## src/rtl/tse_txfifo_mac_rd.sv

```systemverilog
`timescale 1ns/1ps
`default_nettype none
// ============================================================================
// Module   : tse_txfifo_mac_rd
// Brief    : MAC-clock read side of the TSE transmit FIFO. Streams frame
//            entries to the MAC, supports retry rewind and flush, and
//            publishes a committed read pointer back to the write side.
// Revision : 1.0 - initial release
// ============================================================================
module tse_txfifo_mac_rd #(
    parameter int TABITS  = 12,
    parameter int DWIDTH  = 32,
    parameter int BEBITS  = $clog2(DWIDTH/8),
    parameter int ENTRY_W = DWIDTH + BEBITS + 3
) (
    input  logic                clk,
    input  logic                rst,
    input  logic [TABITS:0]     wr_ptr_in,
    input  logic                wr_ptr_upd,
    input  logic [TABITS:0]     start_thresh,
    output logic                rd_en,
    output logic [TABITS-1:0]   rd_addr,
    input  logic [ENTRY_W-1:0]  rd_data,
    output logic [DWIDTH-1:0]   tx_data,
    output logic [BEBITS-1:0]   tx_bcnt,
    output logic                tx_sof,
    output logic                tx_eof,
    output logic                tx_err,
    output logic                tx_valid,
    input  logic                tx_ready,
    input  logic                tx_retry,
    input  logic                tx_flush,
    output logic                tx_underrun,
    output logic [TABITS:0]     rd_ptr_out,
    output logic                rd_ptr_upd
);

    localparam int c_eofBit = DWIDTH + BEBITS;
    localparam int c_sofBit = DWIDTH + BEBITS + 1;
    localparam int c_errBit = DWIDTH + BEBITS + 2;

    localparam logic [1:0] c_stIdle    = 2'd0;
    localparam logic [1:0] c_stXfer    = 2'd1;
    localparam logic [1:0] c_stDiscard = 2'd2;

    logic [1:0]         r_state;
    logic [1:0]         w_nextState;

    logic [1:0]         r_updSync;
    logic               r_updPrev;
    logic [TABITS:0]    r_wrPtrS;
    logic [TABITS:0]    r_rdPtr;
    logic [TABITS:0]    r_frameStart;
    logic [TABITS:0]    r_rdPtrOut;
    logic               r_rdPtrUpd;

    logic [ENTRY_W-1:0] r_buf0;
    logic [ENTRY_W-1:0] r_buf1;
    logic [1:0]         r_bufCnt;
    logic               r_inflight;
    logic               r_eofSeen;
    logic               r_firstWord;
    logic               r_underPrev;

    logic [TABITS:0]    w_occ;
    logic               w_empty;
    logic               w_inXfer;
    logic               w_inDiscard;
    logic               w_txValid;
    logic               w_accept;
    logic               w_eofAccept;
    logic               w_eofReturning;
    logic               w_eofKnown;
    logic               w_retry;
    logic               w_flush;
    logic               w_flushCommit;
    logic               w_discardDone;
    logic               w_commit;
    logic               w_start;
    logic               w_room;
    logic               w_push;
    logic               w_underCond;

    assign w_occ       = r_wrPtrS - r_rdPtr;
    assign w_empty     = (w_occ == '0);
    assign w_inXfer    = (r_state == c_stXfer);
    assign w_inDiscard = (r_state == c_stDiscard);

    assign w_txValid   = w_inXfer & (r_bufCnt != 2'd0);
    assign w_accept    = w_txValid & tx_ready;
    assign w_eofAccept = w_accept & r_buf0[c_eofBit];

    // RAM output is visible the cycle after issue, so an eof coming back
    // blocks further issue combinationally and nothing is read past the frame.
    assign w_eofReturning = r_inflight & rd_data[c_eofBit];
    assign w_eofKnown     = r_eofSeen | w_eofReturning;

    // Eof acceptance outranks retry; retry outranks flush.
    assign w_retry       = w_inXfer & tx_retry & ~w_eofAccept;
    assign w_flush       = w_inXfer & tx_flush & ~tx_retry & ~w_eofAccept;
    assign w_flushCommit = w_flush & w_eofKnown;
    assign w_discardDone = w_inDiscard & w_eofReturning;
    assign w_commit      = w_eofAccept | w_flushCommit | w_discardDone;

    assign w_start = (r_state == c_stIdle) & ~w_empty & (w_occ >= start_thresh);
    assign w_room  = ({1'b0, r_bufCnt} + {2'b00, r_inflight}) < 3'd2;
    assign w_push  = r_inflight & w_inXfer & ~w_retry & ~w_flush & ~w_eofAccept;

    assign w_underCond = w_inXfer & (r_bufCnt == 2'd0) & ~r_inflight & w_empty & ~r_eofSeen;

    // ------------------------------------------------------------------------
    // State register
    // ------------------------------------------------------------------------
    always_ff @(posedge clk) begin
        if (rst) begin
            r_state <= c_stIdle;
        end else begin
            r_state <= w_nextState;
        end
    end

    // ------------------------------------------------------------------------
    // Next-state logic
    // ------------------------------------------------------------------------
    always_comb begin
        w_nextState = r_state;
        case (r_state)
            c_stIdle: begin
                if (w_start) begin
                    w_nextState = c_stXfer;
                end
            end
            c_stXfer: begin
                if (w_eofAccept || w_retry || w_flushCommit) begin
                    w_nextState = c_stIdle;
                end else if (w_flush) begin
                    w_nextState = c_stDiscard;
                end
            end
            c_stDiscard: begin
                if (w_eofReturning) begin
                    w_nextState = c_stIdle;
                end
            end
            default: begin
                w_nextState = c_stIdle;
            end
        endcase
    end

    // ------------------------------------------------------------------------
    // Output logic
    // ------------------------------------------------------------------------
    always_comb begin
        rd_en       = 1'b0;
        tx_valid    = w_txValid;
        tx_underrun = w_underCond & ~r_underPrev;
        if ((w_inXfer || w_inDiscard) && !w_empty && w_room && !w_eofKnown
            && !w_retry && !w_flush) begin
            rd_en = 1'b1;
        end
    end

    assign rd_addr    = r_rdPtr[TABITS-1:0];
    assign tx_data    = r_buf0[DWIDTH-1:0];
    assign tx_bcnt    = r_buf0[DWIDTH +: BEBITS];
    assign tx_sof     = r_buf0[c_sofBit];
    assign tx_eof     = r_buf0[c_eofBit];
    // A sof appearing after the first word means a corrupted frame boundary.
    assign tx_err     = r_buf0[c_errBit] | (r_buf0[c_sofBit] & ~r_firstWord);
    assign rd_ptr_out = r_rdPtrOut;
    assign rd_ptr_upd = r_rdPtrUpd;

    // ------------------------------------------------------------------------
    // Write-pointer synchronizer: 2 flops plus edge-detect register.
    // ------------------------------------------------------------------------
    always_ff @(posedge clk) begin
        if (rst) begin
            r_updSync <= 2'b00;
            r_updPrev <= 1'b0;
            r_wrPtrS  <= '0;
        end else begin
            r_updSync <= {r_updSync[0], wr_ptr_upd};
            r_updPrev <= r_updSync[1];
            if (r_updSync[1] ^ r_updPrev) begin
                r_wrPtrS <= wr_ptr_in;
            end
        end
    end

    // ------------------------------------------------------------------------
    // Pointers, commit and frame tracking
    // ------------------------------------------------------------------------
    always_ff @(posedge clk) begin
        if (rst) begin
            r_rdPtr      <= '0;
            r_frameStart <= '0;
            r_rdPtrOut   <= '0;
            r_rdPtrUpd   <= 1'b0;
            r_inflight   <= 1'b0;
            r_eofSeen    <= 1'b0;
            r_firstWord  <= 1'b0;
            r_underPrev  <= 1'b0;
        end else begin
            r_inflight  <= rd_en;
            r_underPrev <= w_underCond;

            if (w_retry) begin
                r_rdPtr <= r_frameStart;
            end else if (rd_en) begin
                r_rdPtr <= r_rdPtr + 1'b1;
            end

            if (w_start) begin
                r_frameStart <= r_rdPtr;
                r_firstWord  <= 1'b1;
            end else if (w_accept) begin
                r_firstWord  <= 1'b0;
            end

            if (w_commit || w_retry || w_flush) begin
                r_eofSeen <= 1'b0;
            end else if (w_eofReturning) begin
                r_eofSeen <= 1'b1;
            end

            // Issue stops at eof, so r_rdPtr already points just past it.
            if (w_commit) begin
                r_rdPtrOut <= r_rdPtr;
                r_rdPtrUpd <= ~r_rdPtrUpd;
            end
        end
    end

    // ------------------------------------------------------------------------
    // Two-entry output buffer; r_buf0 is the head presented to the MAC.
    // ------------------------------------------------------------------------
    always_ff @(posedge clk) begin
        if (rst) begin
            r_buf0   <= '0;
            r_buf1   <= '0;
            r_bufCnt <= 2'd0;
        end else if (w_retry || w_flush || w_commit) begin
            r_bufCnt <= 2'd0;
        end else begin
            case ({w_push, w_accept})
                2'b10: begin
                    if (r_bufCnt == 2'd0) begin
                        r_buf0 <= rd_data;
                    end else begin
                        r_buf1 <= rd_data;
                    end
                    r_bufCnt <= r_bufCnt + 2'd1;
                end
                2'b01: begin
                    r_buf0   <= r_buf1;
                    r_bufCnt <= r_bufCnt - 2'd1;
                end
                2'b11: begin
                    if (r_bufCnt == 2'd1) begin
                        r_buf0 <= rd_data;
                    end else begin
                        r_buf0 <= r_buf1;
                        r_buf1 <= rd_data;
                    end
                end
                default: begin
                    r_bufCnt <= r_bufCnt;
                end
            endcase
        end
    end

endmodule
`default_nettype wire
```

## config.mk

```make
export PLATFORM = sky130hd
export DESIGN_NAME = tse_txfifo_mac_rd
export DESIGN_NICKNAME = d
export VERILOG_FILES = /design/src/rtl/tse_txfifo_mac_rd.sv
export SDC_FILE = /design/constraint.sdc
export NUM_CORES = 1
export LEC_CHECK = 0
export CORE_MARGIN = 1.5
export CORE_UTILIZATION = 57
export CTS_CLUSTER_DIAMETER = 60
export DETAILED_ROUTE_END_ITERATION = 7
export PLACE_DENSITY = 0.86
export SETUP_SLACK_MARGIN = 0.4
export SLEW_MARGIN = 20
export SYNTH_ARGS = -nofsm -noshare
export SYNTH_HDL_FRONTEND = slang
export SYNTH_SLANG_ARGS = --single-unit
```

## constraint.sdc

```tcl
create_clock -name clk -period 5.3 [get_ports clk]
set_clock_uncertainty 0.2 [all_clocks]
set_input_delay 1.325 -clock clk [delete_from_list [all_inputs] [get_ports clk]]
set_output_delay 1.325 -clock clk [all_outputs]
set_load 0.01 [all_outputs]
```

; Yosys cells after proc, flatten, opt, wreduce, memory -nomap -nowiden
; Index checks and enable logic that the tools add are counted.
[op_classes]
add_sub_neg = 5
n_lt_le_gt_ge = 2
eq_ne = 12
mux = 17
bitwise_logic = 39
reduce_logical = 30
[ops]
columns = operator, n
row1 = 37-bit two-way mux, 4
row2 = 37-bit one-hot mux with 3 select lines, 1
row3 = 37-bit one-hot mux with 2 select lines, 1
row4 = 13-bit two-way mux, 2
row5 = 1-bit bitwise AND, 23
row6 = "13-bit by 1-bit adder with 13-bit output, second input constant", 1
row7 = 13-bit >= comparator, 1
row8 = 13-bit logical NOT, 1
row9 = 13-bit subtractor, 1
row10 = 1-bit NOT, 11
row11 = 2-bit nonzero test, 5
row12 = 2-bit two-way mux, 4
row13 = "2-bit != test, second input constant", 4
row14 = 1-bit logical OR, 7
row15 = "2-bit by 1-bit equality test with 1-bit output, second input constant", 3
row16 = "2-bit equality test, second input constant", 3
row17 = 2-bit one-hot mux with 3 select lines, 1
row18 = 3-bit AND reduction, 2
row19 = 1-bit logical AND, 5
row20 = 1-bit logical NOT, 4
row21 = 2-bit logical NOT, 2
row22 = 1-bit OR, 4
row23 = 2-bit one-hot mux with 2 select lines, 1
row24 = 4-bit AND reduction, 1
row25 = 10 further kinds, 13
[word_totals]
ff_bits = 138
out_inout_bits = 66

; Logic depth before layout (Yosys ltp)
; Gate-level depths: netlist (run 1).
[depth]
word_depth = 13
depth_mapped = 18
ltp_nobuf = 16

; Least setup slack after synthesis (run 1)
; Ideal clock, no wire load.
[synth_path]
path_kind = flip-flop to output port
from = reg r_rdPtr[6]
to = out rd_en
arrival_ns = 2.389
required_ns = 3.775
setup_slack_ns = 1.386
path_stages_with_launch = 11
path_cell_list = dfxtp_1 -> inv_1 -> ha_1 -> a21o_1 -> or3_4 -> o21a_4 -> o311ai_4 -> a21oi_2 -> and4_4 -> buf_6 -> nor2_1
[synth_between]
elab_chain_len = 9
[synth_lines]
columns = item, line_no
row1 = "start, declared", 52  ; logic [TABITS:0] r_rdPtr;
row2 = "start signal, assigned", 209  ; r_rdPtr <= r_frameStart;
row3 = "start signal, assigned", 211  ; r_rdPtr <= r_rdPtr + 1'b1;
row4 = 13-bit subtractor, 84  ; assign w_occ = r_wrPtrS - r_rdPtr;
row5 = 13-bit logical NOT, 85  ; assign w_empty = (w_occ == '0);
row6 = 1-bit logical NOT, 158  ; if ((w_inXfer || w_inDiscard) && !w_empty && w_room && !w_eofKnown
row7 = 1-bit logical AND (3 in a row), 158
row8 = 1-bit logical AND (2 in a row), 159  ; && !w_retry && !w_flush) begin
row9 = 1-bit two-way mux, 158
row10 = "end, declared", 21  ; output logic rd_en,
; No other way between the ends.

; Worst setup path after layout (run 1)
[layout_path]
from = reg r_rdPtr[4]
to = out rd_en
; Same word-level chain as after synthesis.

==> out/results.txt, run 1 <==
global-route wire length before repair: 29280 um
initial core utilization: 58.02%
Cell Rows: 41
Period Utilization, post-route: 90.55%
DR WL/cell: 16.39 um
syn_area_per_cell: 8.051 um2
Leak: 3.412 nW
# hold bufs at CTS: 0
die area: 0.01343 mm2
Ant. Diodes: 0
critical path class: register to output pin
Gate Count Post-Synth: 902
core area: 0.01252 mm2
DP HPWL: 12200 um
CTS tree: done
largest net degree at the start of global routing: 100
Pwr per Cell Area: 366.9 mW/mm2
DR vias: 6808
RSZ-0062 raised after global routing: false
dpl cell area: 0.008312 mm2
Total Routed Length: 18790 um
critical path's slowest cell: dfxtp_1
All-Layer GR Usage: 27.68%
slew margin rel.: 31.93%
Seq/Total Area, Yosys: 38.04%
CTS Root Cell: clkbuf_16
design area: 0.009001 mm2
Clock Pin Slew Worst Setup and Hold Paths: 0.05 ns
total of max-cap violations: 0
Placed Cells incl. Taps: 1111
Net Count, Synth: 1007
Die Y: 115.9 um
Worst Path Buf+Inv: 2
worst vdd ir: 0.2051 mV
Crit Path Max Fanout: 9
Post-route DRC: 0
final critical-path required period: 4.799 ns
Yosys warning total: 0
CP Launch Type: register
H-tree depth: 4
Crit path arrival time: 3.27 ns
outcome: finished clean
CTS Buf Count: 17
DRT Pass-1 Iters: 5
Post-synth EDFFs: 0
grt ovf: 0
P&R area growth vs syn: 23.95%
CP Capture Type: output pin
worst path cell trace: inv_1, ha_1, nand3b_1, o211ai_1, a211o_1, o21bai_1, nor4_2, and4_4, nor2_2, dlygate4sd2_1
Slew Limit Fails: 0
Max Fclk: 208.4 MHz
CTS Buffer Depth: 2
GP Congestion: 0.9011
worst path required time: 3.77 ns
layout cells sized above 1: 6.776%
Ports: 135
final cell count without fillers: 1146
area of the multi-input gates: 0.003831 mm2
Reg area: 0.002764 mm2
max incr delay on CP: 0.46 ns
final core utilization: 71.91%
TNS Setup: 0 ns
largest delay contributor family on the critical path: simple AND/OR/NAND/NOR gates
Seq cells post-synth: 138
vias in the first global route: 6092
Worst Hold Class: register to register
ys async rst share: 0%
final hold violations: 0
worst slew pin tran: 1.021 ns
Die X-Extent: 115.9 um
Skew-Pair Late Insertion Delay: 0.42 ns
initial antenna violation count: 0
DRT iter0 DRCs: 638
Filler cells: 1002
port bufs: 134
Setup-failing EPs final: 0
Synth Flop Type: dfxtp_1
vias per cell: 5.941
Routed Antenna Nets: 0
Post-Syn Area: 0.007262 mm2
Yosys cell types: 60
clk sink count: 138
nets@finish: 1068
## kinds of logic (layout without fill, tap and decap cells)
family                   after synthesis  count (layout)  share of synthesized area, %
AO/OA/AOI/OAI                        252             252                         23.26
XOR/XNOR                               9               9                         1.085
adder cells (fa/ha/maj)               36              36                         6.306
buffers and inverters                146             217                         10.20
flip-flops                           138             138                         38.04
multiplexers                          13              13                         1.792
AND/OR/NAND/NOR                      308             309                         19.31
## placed cells by master, fill, tap and decap left out, drive strengths merged, types with 11 or more instances in the layout
cell and count:
dfxtp 138, and3 15, nand2 122, nor2b 11
inv 43, a211oi 44, clkbuf 20, ha 35
a21oi 81, nand3 25, nor2 82, nor3 14
buf 13, a22oi 39, mux2i 13, o21ai 33
nand4 11, clkdlybuf4s50 131
## synthesized netlist by cell type (all sizes together) (2+ instances only)
cell       n  area, um2
ha        35      437.9
xor2       5      43.79
a31oi      5      31.28
xnor2      4      35.03
a21o       7      52.55
a221o      3      30.03
nor3      14      70.07
o211ai     3      22.52
nor2      82      307.8
and4       2      20.02
a21oi     81      420.4
a311oi     7      61.31
o221ai     2      17.52
nand4     11      68.82
o31ai      3      22.52
or4        2      15.01
o21a       4      37.53
and2       5      31.28
and3      15      93.84
nor2b     11      68.82
nand3b     3      22.52
dfxtp    138       2763
o21bai     2      15.01
a22o       2      17.52
inv       41      153.9
clkbuf    43      161.4
nand3     25      125.1
a31o       4      35.03
mux2i     13      130.1
buf       62      425.4
a2111oi    2      17.52
a22oi     39      292.8
a211oi    44      330.3
nand2b     7      43.79
a211o      2      17.52
o21ai     33      165.2
or3        4      30.03
nand2    122      457.9
o211a      2      20.02
## what timing repair did
action,in CTS,in global routing
setup endpoints to repair,2,2
hold endpoints to repair,0,0
setup buffers,1,3
pin swaps,2,1
gates resized for setup,10,4
gates cloned,1,0
## area by class of cell
| class | instances | share of cell area, % |
|---|---|---|
| clock buffer | 20 | 5.074 |
| timing repair buffer | 146 | 15.99 |
| tap | 172 | 2.391 |
| inverter | 41 | 1.710 |
| sequential | 138 | 30.71 |
| multi-input combinational | 619 | 42.56 |
| clock inverter | 10 | 1.571 |
## registers in the layout, summed over array words and instances (netlist names)
register / flops
r_bufCnt: 2
rd_ptr_upd: 1
r_frameStart: 13
r_rdPtr: 13
rd_ptr_out: 13
r_updPrev: 1
r_firstWord: 1
r_state: 2
r_buf0: 37
r_eofSeen: 1
r_wrPtrS: 13
r_inflight: 1
r_underPrev: 1
r_buf1: 37
r_updSync: 2
## worst paths after layout
kind                                   start      endpoint  slack, ns  cells past startpoint
worst max-delay path              r_rdPtr[4]         rd_en       0.50                     10
worst min-delay path            r_updSync[0]  r_updSync[1]       0.24                      1
worst max register to register    r_rdPtr[4]   r_rdPtr[10]       1.13                     12
worst min register to register  r_updSync[0]  r_updSync[1]       0.24                      1
## metrics by stage
stage | worst slack, ns | hold slack [ns] | total power [mW]
2_1_floorplan | 1.386 | 0.2138 | 1.791
3_3_place_gp | 0.5457 | 0.2182 | 2.018
3_5_place_dp | 0.4653 | 0.2278 | 2.043
4_1_cts | 0.4868 | 0.2405 | 3.278
5_1_grt | 0.4090 | 0.2577 | 3.447
6_report | 0.5007 | 0.2360 | 3.303
## routing by layer
layer | vias to the layer above | part of all wire, % | GRT usage [%] | routed length [um]
met5 | - | 0 | 0 | 0
met4 | 0 | 2.8 | 11.63 | 525
met3 | 47 | 7.1 | 6.276 | 1340
met2 | 303 | 48 | 44.35 | 8946
met1 | 3185 | 42 | 36.07 | 7974
li1 | 3273 | - | - | -
## power by group
group          internal, mW  switching (mW)  total, mW
clock                 0.761           0.448       1.21
combinational         0.397           0.572      0.969
sequential             1.08          0.0448       1.13
total                  2.24            1.06       3.30
No activity file was read; power rests on OpenSTA's default activity.
==> run 2, diff against run 1 <==
--- a/config.mk
+++ b/config.mk
@@ -6,10 +6,9 @@
 export NUM_CORES = 1
 export LEC_CHECK = 0
 export CORE_MARGIN = 1.5
-export CORE_UTILIZATION = 57
+export CORE_UTILIZATION = 40
 export CTS_CLUSTER_DIAMETER = 60
 export DETAILED_ROUTE_END_ITERATION = 7
-export PLACE_DENSITY = 0.86
 export SETUP_SLACK_MARGIN = 0.4
 export SLEW_MARGIN = 20
 export SYNTH_ARGS = -nofsm -noshare
==> out/results.txt, run 2 (synthesis gave the netlist of run 1 again) <==
DR vias: 6469
CTS Buffer Depth: 2
Skew-Pair Late Insertion Delay: 0.42 ns
Cell Rows: 49
DR WL/cell: 15.71 um
layout cells sized above 1: 7.669%
Filler cells: 1740
Die Y: 137.7 um
largest net degree at the start of global routing: 75
slew margin rel.: 30.00%
port bufs: 134
CTS tree: done
Max Fclk: 216.6 MHz
final cell count without fillers: 1207
initial core utilization: 40.56%
DRT Pass-1 Iters: 5
vias per cell: 5.360
R2R Path Start: r_rdPtr[2]
global-route wire length before repair: 29980 um
CTS Root Cell: clkbuf_16
Routed Antenna Nets: 0
critical path class: register to output pin
vias in the first global route: 5638
Largest regs: r_buf0 (37), r_buf1 (37)
initial antenna violation count: 0
final critical-path required period: 4.617 ns
P&R area growth vs syn: 25.28%
commonest non-fill, non-tap cells in the layout: dfxtp_1, clkdlybuf4s50_1, nand2_1
worst slew pin tran: 1.042 ns
Crit Path Max Fanout: 6
Leak: 3.443 nW
core area: 0.01790 mm2
Placed Cells incl. Taps: 1175
Worst Hold Class: register to register
worst path required time: 3.77 ns
Post-route DRC: 0
All-Layer GR Usage: 20.31%
DP HPWL: 12800 um
CP Launch Type: register
TNS Setup: 0 ns
clk sink count: 138
total of max-cap violations: 0
Pwr Total: 3.276 mW
Slew Limit Fails: 0
grt ovf: 0
CTS Buf Count: 17
most common cell after layout, fill and taps aside: dfxtp_1
Pwr per Cell Area: 360.1 mW/mm2
r2r worst-path depth: 15
min-delay src: r_updSync[0]
worst vdd ir: 0.2548 mV
hold depth: 1
final hold violations: 0
Total Routed Length: 18960 um
Hold Crit Endpoint: r_updSync[1]
Crit path arrival time: 3.09 ns
Clock Pin Slew Worst Setup and Hold Paths: 0.06 ns
Die X-Extent: 137.7 um
Ports: 135
outcome: finished clean
Period Utilization, post-route: 87.12%
GP Congestion: 0.8914
Setup-failing EPs final: 0
hold_ws: 0.2486 ns
H-tree depth: 4
nets@finish: 1070
DRT iter0 DRCs: 382
die area: 0.01897 mm2
Reg2Reg Capture Point: r_frameStart[2]
flop2flop setup slack: 1.31 ns
CP Capture Type: output pin
RSZ-0062 raised after global routing: false
Ant. Diodes: 0
run 2: worst max path at each step:
stage,startpoint,endpoint,slack (ns),depth (start not counted)
2_1_floorplan,r_rdPtr[6],rd_en,1.39,10
3_3_place_gp,tx_ready,rd_en,0.59,6
3_5_place_dp,r_rdPtr[2],tx_underrun,0.58,10
4_1_cts,r_rdPtr[2],rd_en,0.42,10
5_1_grt,r_rdPtr[2],tx_underrun,0.45,10
6_report,r_rdPtr[2],tx_underrun,0.68,10
run 2: repair_timing:
action	4_1_cts	5_1_grt
hold buffers	0	0
buffers inserted	0	0
pin swaps	1	0
setup endpoints to repair	2	1
cloned	0	0
resized for setup	15	3
run 2: routing by layer:
metal  track usage, %  up-vias  part of all wire (%)
met3            4.930       22                   6.0
met5                0        -                     0
met2            29.47      185                    44
met4            7.581        0                   2.1
li1                 -     3274                     -
met1            28.93     2988                    48
run 2: area by class of cell:
cell class              count  area [um2]  area share [%]
inverters                  41       153.9           1.692
flip-flops and latches    138        2768           30.42
multi-input cells         618        3815           41.93
clock buffers              18       439.2           4.827
well taps                 229       286.5           3.149
repair buffers            149        1478           16.24
clock inverters            14       157.7           1.733
run 2: power by group:
part	internal (mW)	switching, mW	total (mW)
clock network	0.715	0.494	1.21
registers	1.08	0.0430	1.12
logic	0.396	0.546	0.942
run 2: critical path, cell delays in order (launching register included):
cell	delay, ns
dfxtp_1	0.41
inv_1	0.12
ha_1	0.37
nor2b_2	0.20
o31ai_2	0.24
a21oi_1	0.14
o211a_1	0.26
a211oi_4	0.28
nand4_1	0.17
nor3_1	0.19
dlygate4sd2_1	0.29
run 2: per-stage QoR:
step                      cell area (um2)  util [%]  setup slack [ns]
after floorplan                      7262         -             1.386
after global placement               8448     47.19            0.5875
after detailed placement             8448     47.19            0.5751
after CTS                            9091     50.78            0.4152
after global routing                 9097     50.82            0.4522
final                                9097     50.82            0.6828
==> run 3, diff against run 2 <==
--- a/config.mk
+++ b/config.mk
@@ -5,10 +5,12 @@
 export SDC_FILE = /design/constraint.sdc
 export NUM_CORES = 1
 export LEC_CHECK = 0
+export CAP_MARGIN = 20
 export CORE_MARGIN = 1.5
-export CORE_UTILIZATION = 40
+export CORE_UTILIZATION = 42
 export CTS_CLUSTER_DIAMETER = 60
 export DETAILED_ROUTE_END_ITERATION = 7
+export PLACE_DENSITY = 0.69
 export SETUP_SLACK_MARGIN = 0.4
 export SLEW_MARGIN = 20
 export SYNTH_ARGS = -nofsm -noshare
==> constraint.sdc (replaced) <==
create_clock -name clk -period 4 [get_ports clk]
set_clock_uncertainty 0.2 [all_clocks]
set_input_delay 1 -clock clk [delete_from_list [all_inputs] [get_ports clk]]
set_output_delay 1 -clock clk [all_outputs]
set_load 0.01 [all_outputs]
==> out/results.txt, run 3 (synthesis gave the netlist of run 1 again) <==
outcome: finished clean
Ports: 135
CTS tree: done
DR WL/cell: 15.47 um
final hold violations: 0
port bufs: 134
commonest non-fill, non-tap cells in the layout: dfxtp_1, clkdlybuf4s50_1, nand2_1
total of max-cap violations: 0
Die X-Extent: 134.5 um
P&R area growth vs syn: 37.01%
Slew Limit Fails: 0
Crit path arrival time: 2.75 ns
initial antenna violation count: 0
H-tree depth: 4
die area: 0.01809 mm2
CP Capture Type: output pin
Setup-failing EPs final: 0
Period Utilization, post-route: 98.66%
Clock Pin Slew Worst Setup and Hold Paths: 0.06 ns
DP HPWL: 13290 um
worst path required time: 2.80 ns
# hold bufs at CTS: 0
Leak: 3.776 nW
Skew-Pair Late Insertion Delay: 0.42 ns
CTS Buf Count: 17
CP Launch Type: register
worst vdd ir: 0.3735 mV
All-Layer GR Usage: 21.42%
Cell Rows: 47
grt ovf: 0
initial core utilization: 43.33%
Crit Path Max Fanout: 3
most common cell after layout, fill and taps aside: dfxtp_1
nets@finish: 1129
slew margin rel.: 30.81%
RSZ-0062 raised after global routing: true
critical path class: register to output pin
final cell count without fillers: 1256
DRT iter0 DRCs: 453
Placed Cells incl. Taps: 1216
layout cells sized above 1: 18.05%
CTS Buffer Depth: 2
Pwr Total: 5.066 mW
CTS Root Cell: clkbuf_16
global-route wire length before repair: 31040 um
final critical-path required period: 3.947 ns
Pwr per Cell Area: 509.1 mW/mm2
post-route setup slack: 0.05347 ns
Largest regs: r_buf0 (37), r_buf1 (37)
Die Y: 134.5 um
vias in the first global route: 6151
Post-route DRC: 0
design area: 0.009950 mm2
DRT Pass-1 Iters: 5
dpl cell area: 0.008837 mm2
clk sink count: 138
TNS Setup: 0 ns
core area: 0.01676 mm2
vias per cell: 5.354
Worst Hold Class: register to register
largest net degree at the start of global routing: 58
Total Routed Length: 19430 um
worst slew pin tran: 1.030 ns
Routed Antenna Nets: 0
DR vias: 6724
Max Fclk: 253.4 MHz
Ant. Diodes: 0
GP Congestion: 0.8896
pre-CTS WS: -0.1796 ns
-- run 3: metal layers --
metal	vias to the layer above	track usage [%]	part of all wire [%]
li1	3383	-	-
met1	3155	29.68	47
met2	164	32.93	46
met3	22	5.068	4.7
met4	0	6.870	1.9
met5	-	0	0
-- run 3: repair_timing --
item | CTS | global route
setup endpoints to repair | 18 | 28
cloned | 0 | 1
resized for setup | 36 | 69
pin swaps | 14 | 10
buffers inserted | 3 | 5
-- run 3: cell type report --
cell class                      count  area (um2)
Timing Repair Buffer              208        1997
Sequential cell                   138        2770
Clock buffer                       19       452.9
Fill cell                        1500        6810
Clock inverter                     12       162.7
Multi-Input combinational cell    618        4138
Tap cell                          220       275.3
Inverter                           41       153.9
-- run 3: critical path, stage by stage, from the launching register on --
cell and delay, ns:
dfxtp_1 0.31, buf_4 0.13, ha_1 0.26, nand2b_1 0.09
buf_4 0.15, a21o_1 0.18, a211o_1 0.34, o21bai_1 0.22
nor4_4 0.18, and4_4 0.30, nor2_4 0.05, buf_6 0.12
-- run 3: stage by stage --
stage	util, %	hold slack [ns]
3_5_place_dp	52.73	0.2299
3_3_place_gp	52.73	0.2271
5_1_grt	59.37	0.2667
4_1_cts	57.31	0.2437
2_1_floorplan	-	0.2138
6_report	59.37	0.2413
-- run 3: worst paths after layout --
check | start | to | slack [ns] | cells after the start
min | r_updSync[0] | r_updSync[1] | 0.24 | 1
max | r_wrPtrS[1] | rd_en | 0.05 | 11
min reg2reg | r_updSync[0] | r_updSync[1] | 0.24 | 1
max reg2reg | r_rdPtr[6] | r_state[1] | 0.43 | 17
-- run 3: where the power goes --
part	switching [mW]	internal (mW)	leakage, nW
Clock	0.622	1.02	0.290
Combinational	0.962	0.989	2.37
Sequential	0.0407	1.43	1.12
Total	1.63	3.44	3.78
